--- config.mk ---
export PLATFORM = sky130hd
export DESIGN_NAME = pipeline_sequencer
export DESIGN_NICKNAME = d
export VERILOG_FILES = /design/src/rtl/pipeline_sequencer_pkg.sv /design/src/rtl/pipeline_sequencer_sat.sv /design/src/rtl/pipeline_sequencer.sv
export SDC_FILE = /design/constraint.sdc
export NUM_CORES = 1
export LEC_CHECK = 0
export ABC_AREA = 1
export BUFFER_PORTS_ARGS = -buffer_cell sky130_fd_sc_hd__buf_4
export CORE_ASPECT_RATIO = 1.5
export CORE_MARGIN = 2
export CORE_UTILIZATION = 40
export DETAILED_ROUTE_END_ITERATION = 8
export PLACE_DENSITY_LB_ADDON = 0.05
export SKIP_LAST_GASP = 1
export SLEW_MARGIN = 15
export SYNTH_ARGS = -nofsm -noshare
export SYNTH_HDL_FRONTEND = slang
export SYNTH_SLANG_ARGS = --single-unit
--- constraint.sdc ---
create_clock -name clk_i -period 1.95 [get_ports clk_i]
set_clock_uncertainty 0.05 [all_clocks]
set_input_delay 0.0975 -clock clk_i [delete_from_list [all_inputs] [get_ports clk_i]]
set_output_delay 0.0975 -clock clk_i [all_outputs]
set_load 0.005 [all_outputs]
--- src/rtl/pipeline_sequencer_pkg.sv ---
// Shared pipeline definitions: stall request encoding and sequencer state.
package pipeline_sequencer_pkg;

  typedef enum logic {
    NO_STALL       = 1'b0,
    STALL_PIPELINE = 1'b1
  } stall_pipeline_sig;

  typedef enum logic [1:0] {
    RUN      = 2'd0,
    MEM_WAIT = 2'd1,
    FLUSH    = 2'd2,
    HALT     = 2'd3
  } seq_state_t;

  // Wide enough for MEM_TIMEOUT up to 255 and FLUSH_CYCLES up to 7.
  localparam int unsigned WaitCntWidth  = 8;
  localparam int unsigned FlushCntWidth = 3;

endpackage

--- src/rtl/pipeline_sequencer_sat.sv ---
// Saturating up-counter with synchronous clear; holds at all-ones.
module sat_counter #(
  parameter int unsigned Width = 32
) (
  input  logic             clk_i,
  input  logic             rst_n_i,
  input  logic             clear_i,
  input  logic             inc_i,
  output logic [Width-1:0] count_o
);

  logic [Width-1:0] count_q, count_d;

  always_comb begin
    count_d = count_q;
    if (clear_i) begin
      count_d = '0;
    end else if (inc_i && !(&count_q)) begin
      count_d = count_q + 1'b1;
    end
  end

  always_ff @(posedge clk_i or negedge rst_n_i) begin
    if (!rst_n_i) begin
      count_q <= '0;
    end else begin
      count_q <= count_d;
    end
  end

  assign count_o = count_q;

endmodule

--- src/rtl/pipeline_sequencer.sv ---
// Stall/flush sequencer for the 5-stage pipeline: drives stage enables, bubbles and
// a saturating stall-cycle counter from load-use, branch, memory-wait and halt events.
module pipeline_sequencer
  import pipeline_sequencer_pkg::*;
#(
  parameter int unsigned FLUSH_CYCLES = 2,
  parameter int unsigned MEM_TIMEOUT  = 64,
  parameter int unsigned CNT_WIDTH    = 32
) (
  input  logic                 clk_i,
  input  logic                 rst_n_i,
  input  stall_pipeline_sig    load_use_stall_i,
  input  logic                 branch_taken_EXE_i,
  input  logic                 mem_req_MEM_i,
  input  logic                 mem_ready_i,
  input  logic                 halt_WB_i,
  input  logic                 resume_i,
  output logic                 pc_en_o,
  output logic                 fetch_en_o,
  output logic                 decode_en_o,
  output logic                 exe_en_o,
  output logic                 mem_en_o,
  output logic                 wb_en_o,
  output logic                 flush_decode_o,
  output logic                 flush_exe_o,
  output seq_state_t           state_o,
  output logic                 mem_timeout_o,
  output logic [CNT_WIDTH-1:0] stall_count_o
);

  localparam logic [FlushCntWidth-1:0] FlushLoad = FlushCntWidth'(FLUSH_CYCLES - 1);
  localparam logic [WaitCntWidth-1:0]  WaitLast  = WaitCntWidth'(MEM_TIMEOUT - 1);

  seq_state_t               state_q, state_d;
  logic [WaitCntWidth-1:0]  wait_cnt_q, wait_cnt_d;
  logic [FlushCntWidth-1:0] flush_cnt_q, flush_cnt_d;
  logic                     timeout_q, timeout_d;

  // {pc, fetch, decode, exe, mem, wb}
  logic [5:0] en;
  logic       flush_dec, flush_exe;
  logic       mem_stall;

  assign mem_stall = mem_req_MEM_i & ~mem_ready_i;

  always_comb begin
    state_d     = state_q;
    wait_cnt_d  = wait_cnt_q;
    flush_cnt_d = flush_cnt_q;
    timeout_d   = timeout_q;
    en          = '1;
    flush_dec   = 1'b0;
    flush_exe   = 1'b0;

    unique case (state_q)
      RUN: begin
        if (mem_stall) begin
          en         = '0;
          state_d    = MEM_WAIT;
          wait_cnt_d = WaitCntWidth'(1);
        end else begin
          if (branch_taken_EXE_i) begin
            flush_dec = 1'b1;
            flush_exe = 1'b1;
            if (FLUSH_CYCLES > 1) begin
              state_d     = FLUSH;
              flush_cnt_d = FlushLoad;
            end
          end else if (load_use_stall_i == STALL_PIPELINE) begin
            en[5:3]   = 3'b000;
            flush_exe = 1'b1;
          end
          if (halt_WB_i) begin
            state_d     = HALT;
            flush_cnt_d = '0;
          end
        end
      end

      MEM_WAIT: begin
        en = '0;
        if (mem_ready_i) begin
          en         = '1;
          wait_cnt_d = '0;
          // A wait that interrupted a flush resumes the remaining flush cycles.
          state_d    = (flush_cnt_q != '0) ? FLUSH : RUN;
        end else if (wait_cnt_q >= WaitLast) begin
          timeout_d   = 1'b1;
          state_d     = HALT;
          wait_cnt_d  = '0;
          flush_cnt_d = '0;
        end else begin
          wait_cnt_d = wait_cnt_q + 1'b1;
        end
      end

      FLUSH: begin
        if (mem_stall) begin
          en         = '0;
          state_d    = MEM_WAIT;
          wait_cnt_d = WaitCntWidth'(1);
        end else begin
          flush_dec = 1'b1;
          if (branch_taken_EXE_i) begin
            flush_exe   = 1'b1;
            flush_cnt_d = FlushLoad;
          end else if (flush_cnt_q <= FlushCntWidth'(1)) begin
            state_d     = RUN;
            flush_cnt_d = '0;
          end else begin
            flush_cnt_d = flush_cnt_q - 1'b1;
          end
          if (halt_WB_i) begin
            state_d     = HALT;
            flush_cnt_d = '0;
          end
        end
      end

      HALT: begin
        en = '0;
        if (resume_i && !timeout_q) begin
          state_d = RUN;
        end
      end

      default: state_d = RUN;
    endcase
  end

  always_ff @(posedge clk_i or negedge rst_n_i) begin
    if (!rst_n_i) begin
      state_q     <= RUN;
      wait_cnt_q  <= '0;
      flush_cnt_q <= '0;
      timeout_q   <= 1'b0;
    end else begin
      state_q     <= state_d;
      wait_cnt_q  <= wait_cnt_d;
      flush_cnt_q <= flush_cnt_d;
      timeout_q   <= timeout_d;
    end
  end

  sat_counter #(
    .Width(CNT_WIDTH)
  ) u_stall_cnt (
    .clk_i   (clk_i),
    .rst_n_i (rst_n_i),
    .clear_i (1'b0),
    .inc_i   (~&en),
    .count_o (stall_count_o)
  );

  assign pc_en_o        = en[5];
  assign fetch_en_o     = en[4];
  assign decode_en_o    = en[3];
  assign exe_en_o       = en[2];
  assign mem_en_o       = en[1];
  assign wb_en_o        = en[0];
  assign flush_decode_o = flush_dec;
  assign flush_exe_o    = flush_exe;
  assign state_o        = state_q;
  assign mem_timeout_o  = timeout_q;

endmodule

==> results by group <==
Logic synthesis
  • Avg Inst Size Synth: approximately 6.4 um2
  • Seq/Total Area, Yosys: 35.67%
  • Synth unique cells: 27
  • Post-Synthesis Cells: 502
  • Synthesized Nets: roughly 520
  • Synthesized area: 0.003227 mm2
  • Synth warn: 0
  • Number of synthesized register bits: 46

Critical path
  • CP Cell Sequence: inv_1 > ha_1 > nor2_1 > inv_1 > nor2_1 > inv_1 > nor2_1 > nand2_1 > nand2_1 > nand2_1 > inv_1
  • Worst Path Max Fanout: 4
  • Critical path's largest stage delay: 0.34 ns
  • Crit Path Class: reg -> reg
  • WP data required: roughly 2.1 ns
  • Crit path buffers/inverters: 4
  • Worst path top cell family by delay: simple AND/OR/NAND/NOR gates
  • Startpoint class of the critical path: register
  • Critical path arrival: 2.08 ns
  • Critical-path top delay cell: dfrtp_1
  • Critical path endpoint category: register
  • CP dominant cell by count: inv_1

Routing
  • Vias per cell: 4.751
  • ANT nets after route: 0
  • DR pass1 iterations: 4
  • DRC: 0
  • DRT iter0 DRCs: 163
  • Routed wire length: 9004 um
  • Routed len/inst: 13.18 um
  • DR vias: roughly 3200

Power and ir drop
  • Total power: approximately 4 mW
  • Leakage: 2.092 nW
  • PwrDens: roughly 980 mW/mm2
  • Max VDD drop: 0.6213 mV

STA
  • Rel. slew slack: 58.25%
  • Fin crit share: 97.06%
  • Pins Over Slew Limit: 0
  • Minimum clock period: between 1.5 and 2 ns
  • WHS: 0.08161 ns
  • Final-report hold violation count: 0
  • Setup TNS: 0 ns
  • Final setup vio count: 0
  • FMAX: 0.5284 GHz
  • Unrepaired setup endpoints after global routing: yes
  • Worst Max-Slew Pin Slew: 0.6263 ns

Floorplanning
  • Core Area: 0.007908 mm2
  • I/O pin cnt: 51
  • FP Rows: 40
  • Vert. Die Dim: 114.0 um
  • Initial Util: between 40 and 50%
  • Die ar.: 0.008817 mm2
  • Die X: 77.34 um

CTS
  • Clock buffer count from CTS: 5
  • CTS tree: built
  • Clock Latency Late Sink: approximately 0.30 ns
  • Clock root buffer: clkbuf_16
  • Deepest clock path buffer count: 2
  • H-tree levels: 2
  • Clock slew at reported path FFs: 0.06 ns
  • Sink Count: 46

Global route
  • Gr usage total: 21.54%
  • Initial antenna violation count: 0
  • Total grt overflow: 0
  • Pin count of the biggest net entering global routing: 47
  • Vias in the first global route: 3245
  • First-pass GRT wire length: 15020 um

Final layout
  • Final core occ: 50.89%
  • P&R area growth vs syn: 24.70%
  • Nets: 594
  • N_diodes: 0
  • Share of cells above drive strength 1: 16.78%
  • Final design instance area without fill: 0.004024 mm2

Placed design
  • IO buf count: 50
  • Post-DP Area: ~0.0038 mm2
  • HPWL Detailed: 6835 um
  • Routability cong.: 0.8820

Hold path
  • Worst hold path type: in -> reg

Run status
  • Outcome: completed

Flow run
  • # Max-Cap Violations: 0
[final timing paths]
check	start	to	slack, ns	depth (start not counted)
setup / recovery	state_o[0]$_DFFE_PN0P_	wait_cnt_q[2]$_DFFE_PN0P_	0.06	11
max in group asynchronous	rst_n_i	u_stall_cnt.count_o[18]$_DFFE_PN0P_	1.12	2
hold reg to reg	flush_cnt_q[1]$_DFFE_PN0P_	flush_cnt_q[1]$_DFFE_PN0P_	0.44	2
hold / removal	halt_WB_i	flush_cnt_q[0]$_DFFE_PN0P_	0.08	4
min in group asynchronous	rst_n_i	u_stall_cnt.count_o[14]$_DFFE_PN0P_	0.31	2
setup reg to reg	state_o[0]$_DFFE_PN0P_	wait_cnt_q[2]$_DFFE_PN0P_	0.06	11
[worst reg2reg max path: cells and delay by family, from the launching register on]
family                     cells  cell delay [ns]
and+or+nand+nor                6             0.88
DFF                            1             0.34
adders and majority gates      1             0.24
buffers and inverters          4             0.34
[power by group]
part | total (mW) | internal, mW | switching, mW
registers | 1.18 | 1.07 | 0.106
clock network | 0.900 | 0.509 | 0.391
logic | 1.86 | 0.762 | 1.10
total | 3.94 | 2.35 | 1.59
[routing by layer]
metal,track usage (%),vias to the layer above,wire length (um)
li1,-,1684,-
met1,22.31,1480,3492
met2,42.09,64,4928
met3,3.718,17,346
met4,8.690,0,236
met5,0,-,0
[synthesized netlist by cell type]
cell | number | area, um2
buf_6 | 2 | 22.52
nor2_8 | 1 | 20.02
nand4_1 | 7 | 43.79
nand2_4 | 3 | 33.78
inv_1 | 53 | 198.9
o21ai_0 | 11 | 55.05
xnor2_1 | 8 | 70.07
a21oi_1 | 8 | 40.04
nor2_2 | 1 | 6.260
buf_8 | 2 | 30.03
nand3_1 | 34 | 170.2
nand3b_1 | 3 | 22.52
nor2_1 | 66 | 247.7
nand2_2 | 3 | 18.77
clkbuf_2 | 1 | 5.000
buf_2 | 1 | 5.000
dfrtp_1 | 46 | 1151
inv_2 | 1 | 3.750
buf_4 | 4 | 30.03
nor2_4 | 1 | 11.26
xor2_1 | 4 | 35.03
o31ai_1 | 1 | 7.510
o22ai_1 | 1 | 6.260
o21ai_2 | 1 | 8.760
ha_1 | 9 | 112.6
a21o_1 | 2 | 15.01
nand2_1 | 228 | 855.8
[state kept, by name, indices dropped and copies added, names as in the netlist]
register and count:
flush_cnt_q 3, state_o 2, u_stall_cnt.count_o 32, mem_timeout_o 1, wait_cnt_q 8
[through the flow]
step | std cells | setup WS, ns
2_1_floorplan | 502 | 0.1337
3_3_place_gp | 673 | 0.05396
3_5_place_dp | 673 | 0.003688
4_1_cts | 683 | 0.04884
5_1_grt | 683 | -0.02200
6_report | 683 | 0.05739
[cells by family (layout without fill, tap and decap cells)]
| group | Yosys count | after routing | synth area share, % |
|---|---|---|---|
| AO/OA/AOI/OAI | 24 | 24 | 4.110 |
| buffers and inverters | 64 | 140 | 9.150 |
| XOR/XNOR | 12 | 12 | 3.257 |
| AND/OR/NAND/NOR | 347 | 347 | 44.32 |
| flip-flops | 46 | 46 | 35.67 |
| adder cells (fa/ha/maj) | 9 | 9 | 3.490 |
[layout by cell type, fill, tap and decap left out, drive strengths merged, types with 2 or more instances in the layout]
cell type  count
xnor2          8
buf           77
nand3b         3
o21ai         12
inv           54
a21o           2
nor2          69
a21oi          8
nand3         34
clkbuf         6
nand4          7
ha             9
dfrtp         46
nand2        234
xor2           4
[repair_timing]
item,in CTS,in global routing
gates resized for setup,1,5
hold buffers,1,0
buffers inserted,1,0
gates cloned,0,0
hold endpoints to repair,46,0
setup endpoints to repair,5,36
[cell type report]
cell class | instances | area [um2]
Fill cell | 822 | 3884
Clock inverter | 2 | 12.51
Clock buffer | 6 | 138.9
Inverter | 54 | 205.2
Timing Repair Buffer | 78 | 591.8
Multi-Input combinational cell | 392 | 1793
Sequential cell | 46 | 1151
Tap cell | 105 | 131.4
No activity file was read; power rests on OpenSTA's default activity.
